## src/rtl/mem_pkg.sv

```systemverilog
// rtl/mem_pkg.sv - shared types and constants for the two-port memory arbiter
//
// Holds the arbiter state encoding, the requester index constants used by the
// round-robin pointer, and the default stall limit.
`ifndef DATA_WIDTH
`define DATA_WIDTH 32
`endif

package mem_pkg;

  typedef enum logic [1:0] {
    IDLE = 2'd0,
    OWN0 = 2'd1,
    OWN1 = 2'd2
  } state_e;

  // Requester indices, also the encoding of the "last granted" pointer.
  localparam logic M0 = 1'b0;  // instruction fetch
  localparam logic M1 = 1'b1;  // load/store

  localparam int unsigned TIMEOUT_DEFAULT = 255;

endpackage

```

## src/rtl/mem_arbiter_if.sv

```systemverilog
// rtl/mem_arbiter_if.sv - requester and shared-memory signal bundle for mem_arbiter
//
// Signals:
//   i_m{0,1}_addr/data/wr_valid/rd_ready : requester -> arbiter
//   o_m{0,1}_wr_ready/data/rd_valid      : arbiter -> requester
//   o_addr/o_data/o_wr_valid/o_rd_ready  : arbiter -> memory
//   i_wr_ready/i_data/i_rd_valid         : memory -> arbiter
// Modports:
//   slave  : the arbiter side
//   master : the environment (requesters plus memory) side
`ifndef DATA_WIDTH
`define DATA_WIDTH 32
`endif

interface mem_arbiter_if #(
  parameter int DATA_WIDTH = `DATA_WIDTH,
  parameter int ADDR_WIDTH = 32
);

  logic [ADDR_WIDTH-1:0] i_m0_addr,     i_m1_addr;
  logic [DATA_WIDTH-1:0] i_m0_data,     i_m1_data;
  logic                  i_m0_wr_valid, i_m1_wr_valid;
  logic                  o_m0_wr_ready, o_m1_wr_ready;
  logic [DATA_WIDTH-1:0] o_m0_data,     o_m1_data;
  logic                  o_m0_rd_valid, o_m1_rd_valid;
  logic                  i_m0_rd_ready, i_m1_rd_ready;

  logic [ADDR_WIDTH-1:0] o_addr;
  logic [DATA_WIDTH-1:0] o_data;
  logic                  o_wr_valid;
  logic                  i_wr_ready;
  logic [DATA_WIDTH-1:0] i_data;
  logic                  i_rd_valid;
  logic                  o_rd_ready;

  modport slave (
    input  i_m0_addr, i_m1_addr, i_m0_data, i_m1_data,
    input  i_m0_wr_valid, i_m1_wr_valid, i_m0_rd_ready, i_m1_rd_ready,
    output o_m0_wr_ready, o_m1_wr_ready, o_m0_data, o_m1_data,
    output o_m0_rd_valid, o_m1_rd_valid,
    output o_addr, o_data, o_wr_valid, o_rd_ready,
    input  i_wr_ready, i_data, i_rd_valid
  );

  modport master (
    output i_m0_addr, i_m1_addr, i_m0_data, i_m1_data,
    output i_m0_wr_valid, i_m1_wr_valid, i_m0_rd_ready, i_m1_rd_ready,
    input  o_m0_wr_ready, o_m1_wr_ready, o_m0_data, o_m1_data,
    input  o_m0_rd_valid, o_m1_rd_valid,
    input  o_addr, o_data, o_wr_valid, o_rd_ready,
    output i_wr_ready, i_data, i_rd_valid
  );

endinterface

```

## src/rtl/rr_pick2.sv

```systemverilog
// rtl/rr_pick2.sv - combinational two-way round-robin picker
//
// Ports:
//   i_req[1:0]  : request vector (bit0 = m0, bit1 = m1)
//   i_last      : index of the requester granted most recently
//   o_grant[1:0]: one-hot pick, 0 when nobody requests
module rr_pick2 (
  input  logic [1:0] i_req,
  input  logic       i_last,
  output logic [1:0] o_grant
);

  always_comb begin
    o_grant = 2'b00;
    case (i_req)
      2'b01:   o_grant = 2'b01;
      2'b10:   o_grant = 2'b10;
      // Contention: favour whoever was not served last.
      2'b11:   o_grant = i_last ? 2'b01 : 2'b10;
      default: o_grant = 2'b00;
    endcase
  end

endmodule

```

## src/rtl/mem_arbiter.sv

```systemverilog
// rtl/mem_arbiter.sv - two-requester round-robin arbiter onto one memory port
//
// Ports:
//   i_clk, i_rst_n : clock, asynchronous active-low reset
//   bus            : requester and memory signals (mem_arbiter_if.slave)
//   o_grant[1:0]   : one-hot current owner, 0 when idle
//   o_timeout      : one-cycle pulse when a stalled transfer is aborted
`ifndef DATA_WIDTH
`define DATA_WIDTH 32
`endif

module mem_arbiter
  import mem_pkg::*;
#(
  parameter int DATA_WIDTH = `DATA_WIDTH,
  parameter int ADDR_WIDTH = 32,
  parameter int TIMEOUT    = TIMEOUT_DEFAULT
) (
  input  logic             i_clk,
  input  logic             i_rst_n,
  mem_arbiter_if.slave     bus,
  output logic [1:0]       o_grant,
  output logic             o_timeout
);

  localparam int CW = (TIMEOUT < 1) ? 1 : $clog2(TIMEOUT + 1);

  state_e          state_q, state_d;
  logic            last_q, last_d;
  logic [CW-1:0]   cnt_q, cnt_d;
  logic            timeout_q, timeout_d;

  logic                  req0, req1;
  logic [1:0]            pick;
  logic                  own0, own1;
  logic                  cur, cur_req, oth_req;
  logic [ADDR_WIDTH-1:0] addr_mux;
  logic [DATA_WIDTH-1:0] data_mux;
  logic                  wr_valid_mux, rd_ready_mux;
  logic                  done;
  logic [CW-1:0]         cnt_inc;
  logic                  stall_abort;

  assign req0 = bus.i_m0_wr_valid | bus.i_m0_rd_ready;
  assign req1 = bus.i_m1_wr_valid | bus.i_m1_rd_ready;

  rr_pick2 u_pick (
    .i_req   ({req1, req0}),
    .i_last  (last_q),
    .o_grant (pick)
  );

  assign own0 = (state_q == OWN0);
  assign own1 = (state_q == OWN1);

  // Owner's request mirrored onto the memory port; a write hides the read.
  always_comb begin
    addr_mux     = '0;
    data_mux     = '0;
    wr_valid_mux = 1'b0;
    rd_ready_mux = 1'b0;
    if (own0) begin
      addr_mux     = bus.i_m0_addr;
      data_mux     = bus.i_m0_data;
      wr_valid_mux = bus.i_m0_wr_valid;
      rd_ready_mux = bus.i_m0_rd_ready & ~bus.i_m0_wr_valid;
    end else if (own1) begin
      addr_mux     = bus.i_m1_addr;
      data_mux     = bus.i_m1_data;
      wr_valid_mux = bus.i_m1_wr_valid;
      rd_ready_mux = bus.i_m1_rd_ready & ~bus.i_m1_wr_valid;
    end
  end

  assign bus.o_addr        = addr_mux;
  assign bus.o_data        = data_mux;
  assign bus.o_wr_valid    = wr_valid_mux;
  assign bus.o_rd_ready    = rd_ready_mux;
  assign bus.o_m0_wr_ready = own0 & bus.i_wr_ready;
  assign bus.o_m1_wr_ready = own1 & bus.i_wr_ready;
  assign bus.o_m0_rd_valid = own0 & bus.i_rd_valid;
  assign bus.o_m1_rd_valid = own1 & bus.i_rd_valid;
  assign bus.o_m0_data     = bus.i_data;
  assign bus.o_m1_data     = bus.i_data;

  assign done = (wr_valid_mux & bus.i_wr_ready) | (rd_ready_mux & bus.i_rd_valid);

  assign cur     = own1;
  assign cur_req = cur ? req1 : req0;
  assign oth_req = cur ? req0 : req1;

  // Stall count including the current cycle; abort once it hits the limit.
  assign cnt_inc     = (cnt_q == CW'(TIMEOUT)) ? cnt_q : cnt_q + 1'b1;
  assign stall_abort = (cnt_inc == CW'(TIMEOUT));

  always_comb begin
    state_d   = state_q;
    last_d    = last_q;
    cnt_d     = cnt_q;
    timeout_d = 1'b0;
    case (state_q)
      IDLE: begin
        if (pick != 2'b00) begin
          state_d = pick[0] ? OWN0 : OWN1;
          last_d  = pick[1];
          cnt_d   = '0;
        end
      end
      OWN0, OWN1: begin
        if (!cur_req) begin
          state_d = IDLE;
        end else if (done || stall_abort) begin
          timeout_d = ~done;
          // Hand straight over to the other side; the served one waits.
          if (oth_req) begin
            state_d = cur ? OWN0 : OWN1;
            last_d  = ~cur;
            cnt_d   = '0;
          end else begin
            state_d = IDLE;
            cnt_d   = cnt_inc;
          end
        end else begin
          cnt_d = cnt_inc;
        end
      end
      default: state_d = IDLE;
    endcase
  end

  always_ff @(posedge i_clk or negedge i_rst_n) begin
    if (!i_rst_n) begin
      state_q   <= IDLE;
      last_q    <= M1;
      cnt_q     <= '0;
      timeout_q <= 1'b0;
    end else begin
      state_q   <= state_d;
      last_q    <= last_d;
      cnt_q     <= cnt_d;
      timeout_q <= timeout_d;
    end
  end

  assign o_grant   = {own1, own0};
  assign o_timeout = timeout_q;

endmodule
```

## src/flat_wrapper.sv

```systemverilog
// flat-port wrapper written by rule: the top's interface ports become plain ports
module mem_arbiter_flat import mem_pkg::*;
#(
  parameter int DATA_WIDTH = `DATA_WIDTH,
  parameter int ADDR_WIDTH = 32,
  parameter int TIMEOUT    = TIMEOUT_DEFAULT
)
  (i_clk, i_rst_n, o_grant, o_timeout, bus_i_m0_addr, bus_i_m1_addr, bus_i_m0_data, bus_i_m1_data, bus_i_m0_wr_valid, bus_i_m1_wr_valid, bus_i_m0_rd_ready, bus_i_m1_rd_ready, bus_o_m0_wr_ready, bus_o_m1_wr_ready, bus_o_m0_data, bus_o_m1_data, bus_o_m0_rd_valid, bus_o_m1_rd_valid, bus_o_addr, bus_o_data, bus_o_wr_valid, bus_o_rd_ready, bus_i_wr_ready, bus_i_data, bus_i_rd_valid);
  mem_arbiter_if #(.DATA_WIDTH(DATA_WIDTH), .ADDR_WIDTH(ADDR_WIDTH)) bus_i ();
  input  logic i_clk;
  input  logic i_rst_n;
  output logic [1:0] o_grant;
  output logic o_timeout;
  input wire logic [$bits(bus_i.i_m0_addr)-1:0] bus_i_m0_addr;
  input wire logic [$bits(bus_i.i_m1_addr)-1:0] bus_i_m1_addr;
  input wire logic [$bits(bus_i.i_m0_data)-1:0] bus_i_m0_data;
  input wire logic [$bits(bus_i.i_m1_data)-1:0] bus_i_m1_data;
  input wire logic [$bits(bus_i.i_m0_wr_valid)-1:0] bus_i_m0_wr_valid;
  input wire logic [$bits(bus_i.i_m1_wr_valid)-1:0] bus_i_m1_wr_valid;
  input wire logic [$bits(bus_i.i_m0_rd_ready)-1:0] bus_i_m0_rd_ready;
  input wire logic [$bits(bus_i.i_m1_rd_ready)-1:0] bus_i_m1_rd_ready;
  output wire logic [$bits(bus_i.o_m0_wr_ready)-1:0] bus_o_m0_wr_ready;
  output wire logic [$bits(bus_i.o_m1_wr_ready)-1:0] bus_o_m1_wr_ready;
  output wire logic [$bits(bus_i.o_m0_data)-1:0] bus_o_m0_data;
  output wire logic [$bits(bus_i.o_m1_data)-1:0] bus_o_m1_data;
  output wire logic [$bits(bus_i.o_m0_rd_valid)-1:0] bus_o_m0_rd_valid;
  output wire logic [$bits(bus_i.o_m1_rd_valid)-1:0] bus_o_m1_rd_valid;
  output wire logic [$bits(bus_i.o_addr)-1:0] bus_o_addr;
  output wire logic [$bits(bus_i.o_data)-1:0] bus_o_data;
  output wire logic [$bits(bus_i.o_wr_valid)-1:0] bus_o_wr_valid;
  output wire logic [$bits(bus_i.o_rd_ready)-1:0] bus_o_rd_ready;
  input wire logic [$bits(bus_i.i_wr_ready)-1:0] bus_i_wr_ready;
  input wire logic [$bits(bus_i.i_data)-1:0] bus_i_data;
  input wire logic [$bits(bus_i.i_rd_valid)-1:0] bus_i_rd_valid;
  assign bus_i.i_m0_addr = bus_i_m0_addr;
  assign bus_i.i_m1_addr = bus_i_m1_addr;
  assign bus_i.i_m0_data = bus_i_m0_data;
  assign bus_i.i_m1_data = bus_i_m1_data;
  assign bus_i.i_m0_wr_valid = bus_i_m0_wr_valid;
  assign bus_i.i_m1_wr_valid = bus_i_m1_wr_valid;
  assign bus_i.i_m0_rd_ready = bus_i_m0_rd_ready;
  assign bus_i.i_m1_rd_ready = bus_i_m1_rd_ready;
  assign bus_o_m0_wr_ready = bus_i.o_m0_wr_ready;
  assign bus_o_m1_wr_ready = bus_i.o_m1_wr_ready;
  assign bus_o_m0_data = bus_i.o_m0_data;
  assign bus_o_m1_data = bus_i.o_m1_data;
  assign bus_o_m0_rd_valid = bus_i.o_m0_rd_valid;
  assign bus_o_m1_rd_valid = bus_i.o_m1_rd_valid;
  assign bus_o_addr = bus_i.o_addr;
  assign bus_o_data = bus_i.o_data;
  assign bus_o_wr_valid = bus_i.o_wr_valid;
  assign bus_o_rd_ready = bus_i.o_rd_ready;
  assign bus_i.i_wr_ready = bus_i_wr_ready;
  assign bus_i.i_data = bus_i_data;
  assign bus_i.i_rd_valid = bus_i_rd_valid;
  mem_arbiter #(.DATA_WIDTH(DATA_WIDTH), .ADDR_WIDTH(ADDR_WIDTH), .TIMEOUT(TIMEOUT)) u_core (.i_clk(i_clk), .i_rst_n(i_rst_n), .bus(bus_i), .o_grant(o_grant), .o_timeout(o_timeout));
endmodule
```

## config.mk

```make
export PLATFORM = sky130hd
export DESIGN_NAME = mem_arbiter_flat
export DESIGN_NICKNAME = d
export VERILOG_FILES = /design/src/rtl/mem_pkg.sv /design/src/rtl/mem_arbiter_if.sv /design/src/rtl/rr_pick2.sv /design/src/rtl/mem_arbiter.sv /design/src/flat_wrapper.sv
export SDC_FILE = /design/constraint.sdc
export NUM_CORES = 1
export LEC_CHECK = 0
export ABC_AREA = 1
export BUFFER_PORTS_ARGS = -buffer_cell sky130_fd_sc_hd__buf_2
export CORE_AREA = 2 2 118 120
export DETAILED_ROUTE_END_ITERATION = 7
export DIE_AREA = 0 0 120 122
export GPL_ROUTABILITY_DRIVEN = 0
export PLACE_DENSITY = 0.5
export SLEW_MARGIN = 20
export SYNTH_ARGS = -nofsm -noshare
export SYNTH_HDL_FRONTEND = slang
export SYNTH_HIERARCHICAL = 1
export SYNTH_SLANG_ARGS = --single-unit
```

## constraint.sdc

```tcl
create_clock -name i_clk -period 2.2 [get_ports i_clk]
set_input_delay 0.11 -clock i_clk [delete_from_list [all_inputs] [get_ports i_clk]]
set_output_delay 0.11 -clock i_clk [all_outputs]
set_load 0.05 [all_outputs]
```

Word-level counts from Yosys, hierarchy flattened
Cells that the tools add are included.
- input port bits: 168
- flip-flop bits (word level): 12
- logic and storage cells: 73
- equality and inequality tests: 12
- add/sub/neg operators: 1
- mux-type cells: 33
- reduce and logical (&&, ||, !) cells: 8
- bitwise gates (word level): 15
- operators with widths (cell ; number):
    32-bit 2-to-1 mux ; 4
    8-bit 2-to-1 mux ; 5
    8-bit == test (second input constant) ; 2
    8-bit one-hot mux with 2 select lines ; 1
    2-bit 2-to-1 mux ; 7
    1-bit 2-to-1 mux ; 13
    8-bit by 1-bit adder with 8-bit output (second input constant) ; 1
    1-bit AND ; 8
    2-bit by 1-bit inequality test with 1-bit output (second input constant) ; 4
    2-bit == test (second input constant) ; 3
    2-bit one-hot mux with 3 select lines ; 1
    5-bit AND reduction ; 1
    2-bit by 1-bit == test with 1-bit output (second input constant) ; 2
    1-bit inverter ; 4
    2-bit one-hot mux with 2 select lines ; 1
    2-bit nonzero test ; 2
    3-bit inequality test (second input constant) ; 1
    1-bit OR ; 3
    3-bit AND reduction ; 1
    2-bit logical NOT ; 1
    1-bit one-hot mux with 2 select lines ; 1
    2-bit AND reduction ; 1
    2-bit OR reduction ; 1
    1-bit logical OR ; 1

Longest topological paths before layout
- depth after elaboration: 10
- depth in mapped cells: 14
- depth with buffers taken out: 14

By module
The synthesis kept the hierarchy.
- by module, submodules not included (module ; cells each ; times used ; seq. area each (sq um) ; area each (sq um)):
    mem_arbiter ; 301 ; 1 ; 301.5 ; 2109.5
    rr_pick2 ; 5 ; 1 ; 0.0 ; 21.3

Worst setup path after synthesis
No wires, ideal clock.
- kind: register -> register
- start: register u_core.state_q[1]
- end: register u_core.cnt_q[2]
- path buffers: 1
- slack: -0.162 ns
- arrival: 2.244 ns
- period minus slack after synthesis: 2.362 ns
- stages on the path, launching flop included: 13
- cells stage by stage: dfrtp_1 inv_1 ha_1 clkbuf_1 a21oi_1 a21oi_1 nand2_1 nand2_1 a21oi_1 nand2_2 nand2_4 nand3_1 nand2_1
- elaborated cells between the ends (all ways): 22
- RTL lines (what ; RTL line ; RTL):
    start, declared ; mem_arbiter.sv:28 ; state_e state_q, state_d;
    start signal, assigned ; mem_arbiter.sv:138 ; state_q <= state_d;
    2-bit by 1-bit == test with 1-bit output ; mem_arbiter.sv:53 ; assign own0 = (state_q == OWN0);
    net u_core.own0 ; mem_arbiter.sv:35 ; logic own0, own1;
    1-bit 2-to-1 mux ; mem_arbiter.sv:62 ; if (own0) begin
    net bus_o_wr_valid ; flat_wrapper.sv:30 ; output wire logic [$bits(bus_i.o_wr_valid)-1:0] bus_o_wr_valid;
    1-bit AND ; mem_arbiter.sv:86 ; assign done = (wr_valid_mux & bus.i_wr_ready) | (rd_ready_mux & bus.i_rd_valid);
    1-bit OR ; mem_arbiter.sv:86 ;
    1-bit logical OR ; mem_arbiter.sv:112 ; end else if (done || stall_abort) begin
    8-bit 2-to-1 mux ; mem_arbiter.sv:112 ;
    8-bit 2-to-1 mux ; mem_arbiter.sv:110 ; if (!cur_req) begin
    8-bit one-hot mux with 2 select lines ; mem_arbiter.sv:101 ; case (state_q)
    end signal, assigned ; mem_arbiter.sv:140 ; cnt_q <= cnt_d;
    end, declared ; mem_arbiter.sv:30 ; logic [CW-1:0] cnt_q, cnt_d;
The timed path passes the listed nets, and every way through them passes these cells. The select of a mux whose other input is x is not followed.
A chain may end at the register's enable or synchronous reset.

Worst setup path after layout
- start: register u_core.state_q[0]
- end: output port bus_o_data[14]
- longest elaborated chain between the ends: 3
- elaborated cells between the ends (all ways): 4
- ends and longest elaborated chain (what ; RTL line ; RTL):
    2-bit == test ; mem_arbiter.sv:54 ; assign own1 = (state_q == OWN1);
    32-bit 2-to-1 mux ; mem_arbiter.sv:67 ; end else if (own1) begin
    32-bit 2-to-1 mux * ; mem_arbiter.sv:62 ;
    end, declared ; flat_wrapper.sv:29 ; output wire logic [$bits(bus_i.o_data)-1:0] bus_o_data;
Mark *: on every way between the ends. The rest lies on a longest branch, timed or not.

==> metrics <==
Yosys top cell by area=a22o_1; Yosys cell types=26; most used cell, CP=inv_1; Die ar.=14,640 um^2; Synth Warn #=6; Starting Density=15.78%; top cell type's share of synthesized area=26.31%; Max Fclk=477.1 MHz; Mean Syn Cell Area=6.963 um^2; Reg2Reg Setup Slack=0.33 ns; hold_sp=bus_i_data[28]; pin count of the biggest net entering global routing=66; Max VDD drop=724.6 uV; RSZ-0062 raised after global routing=false; DR vias/cell=4.186; maxcap violations=0; HPWL after detailed placement=8166 um; asr flop ratio synth=100.0%; Mapped Nets=479; Worst-Skew Late Latency=0.24 ns; Setup-failing EPs final=0; worst r2r dst=u_core/cnt_q[5]$_DFFE_PN0P_; non-filler instance count after layout=622; crit-path cells=inv_1 > ha_1 > inv_1 > nor2_4 > buf_12 > a22o_1 > buf_2; depth of the CTS H-tree=1; CP arrival=1.99 ns; CP Launch Point=u_core/state_q[0]$_DFFE_PN0P_; worst-path maximum fanout=64; clock skew=0.0007591 ns; EDFF count, synth=0; overall global routing resource usage=11.63%; slowest stage cell, crit path=dfrtp_1; CTS tree=built; Worst EP required=2.09 ns; final net count=615; Synth Cell Area=2131 um^2; met2 Resource Use GR=20.03%; ys flop type=dfrtp_1; pwr dens=1636 nW/um^2; routed vias=2,604; clock slew at reported path FFs=0.04 ns; P_leak=1.779 nW; share of layout cells above drive strength 1=52.15%; global route overflow=0; fin. max-slew vios=0; Starting DRT DRC Count=119; Chip Width=120 um; Num CTS Buffers=3; Hold Path Stages=0; Core ar.=13,500 um^2; commonest cells in the netlist=67 x buf_4, 64 x a22o_1, 59 x nand2_1; Inst Count DP=616; GR met3 Demand/Resource=5.103%; vias in the first global route=2,395; Mapped Cells=306; synthesis-stage register bit count=12; Port Buffer Count=208; Rel. slew slack=60.72%; most frequent cell after synthesis=buf_4; drt drc=0; hold slack=0.2200 ns; busiest layer in global routing=met2; register area share after synthesis=14.15%; first-pass GRT wire length=13,030 um; initial antenna violation count=2; Die H=122 um; R2R depth=12; RR Startpoint=u_core/state_q[0]$_DFFE_PN0P_; Final Cell Area=2993 um^2; Tmin final=2.096 ns; Critical Path Sink Type=primary output; io pins=305; worst slew pin tran=0.5830 ns; sink of the worst hold path=bus_o_m0_data[28]; status=finished clean; Setup TNS=0 ns; CTS Buffer Depth=2; P&R area growth vs syn=40.46%; Detailed Routing Iterations Pass 1=5; Rows=43; largest cells by area after synthesis=a22o_1 26%, buf_4 24%, dfrtp_1 13%, nand2_1 10%, inv_1 3.7%; Min-Delay Path Class=in2out; CP Launch Type=flip-flop; CTS sink cnt=12; total wire length=9566 um; wire per inst=15.38 um; Final Cycle Share=95.28%; crit-path max cell delay=0.41 ns; CP Class=reg2out; final hold violations=0; post-placement cell area=2902 um^2; CTS Root Cell=clkbuf_16; # Post-CTS Setup Buffers=0; met1 usage=12.09%; DRT antenna net count=0
layer usage:
layer	share of wire [%]	vias up
li1	-	1261
met5	0.14	-
met2	51	142
met3	12	24
met4	2.7	2
met1	34	1175
worst max-delay path by stage:
stage,to,depth (start not counted)
CTS,bus_o_data[21],7
detailed placement,u_core/cnt_q[2]$_DFFE_PN0P_,12
global placement,u_core/cnt_q[2]$_DFFE_PN0P_,12
floorplan,u_core/cnt_q[2]$_DFFE_PN0P_,12
global route,bus_o_data[21],7
finish,bus_o_data[14],7
where the power goes:
| part | total (mW) | switching, mW | internal [mW] |
|---|---|---|---|
| logic | 4.22 | 3.14 | 1.08 |
| clock network | 0.340 | 0.0962 | 0.244 |
| registers | 0.336 | 0.0568 | 0.279 |
metrics by stage:
stage                     util, %  setup WS [ns]  power, mW
final                       22.16         0.1039      4.897
after global routing        22.16       0.003948      5.172
after CTS                   22.14        0.08174      4.924
after detailed placement    21.49         0.3440      4.557
after global placement      21.49         0.3800      4.537
after floorplan                 -         0.1425      3.848
cell type report:
cell class	count	area [um^2]
Antenna cell	1	2.502
Clock buffer	4	78.83
Fill cell	1519	10510
Inverter	23	87.58
Multi-Input combinational cell	189	1191
Sequential cell	12	301.5
Tap cell	180	225.2
Timing Repair Buffer	213	1106
worst max-delay path: cells and delay by family (launching register included):
kind	cells	cell delay [ns]
buffers and inverters	4	0.74
adders and majority gates	1	0.16
AOI/OAI and AO/OA	1	0.26
and+or+nand+nor	1	0.13
DFF	1	0.41
what timing repair did:
| item | 4_1_cts | 5_1_grt |
|---|---|---|
| hold buffers | 1 | 0 |
| endpoints found under the hold margin | 11 | 0 |
| gates resized for setup | 0 | 0 |
flip-flops by register name, summed over array words and instances (netlist names):
register,count
u_core/cnt_q,8
u_core/state_q,2
u_core/o_timeout,1
u_core/last_q,1
cell usage in the layout, fill, tap and decap left out:
cell type / n
a21oi_1: 8
a21oi_2: 1
a22o_1: 64
buf_12: 2
buf_2: 208
buf_4: 2
clkbuf_1: 1
clkbuf_16: 3
clkinv_2: 1
dfrtp_1: 11
dfstp_2: 1
diode_2: 1
dlygate4sd3_1: 1
ha_1: 4
ha_2: 1
inv_1: 21
inv_2: 1
nand2_1: 59
nand2_2: 2
nand2_4: 2
nand3_1: 15
nand3_2: 1
nand3b_1: 1
nand4_1: 3
nor2_1: 12
nor2_2: 2
nor2_4: 2
nor3_2: 1
o21ai_0: 5
o21ai_1: 5
xor2_1: 1
cell families (layout without fill, tap and decap cells):
kind of cell / Yosys count / count (layout) / synth area share, %
xor gates and xnor gates: 1 / 1 / 0.4111
buffers and inverters: 105 / 240 / 30.59
AOI/OAI and AO/OA: 83 / 83 / 30.77
and+or+nand+nor: 100 / 100 / 21.14
other: 0 / 1 / 0
adders and majority gates: 5 / 5 / 2.936
DFF: 12 / 12 / 14.15
Power figures use the tool's default switching activity.
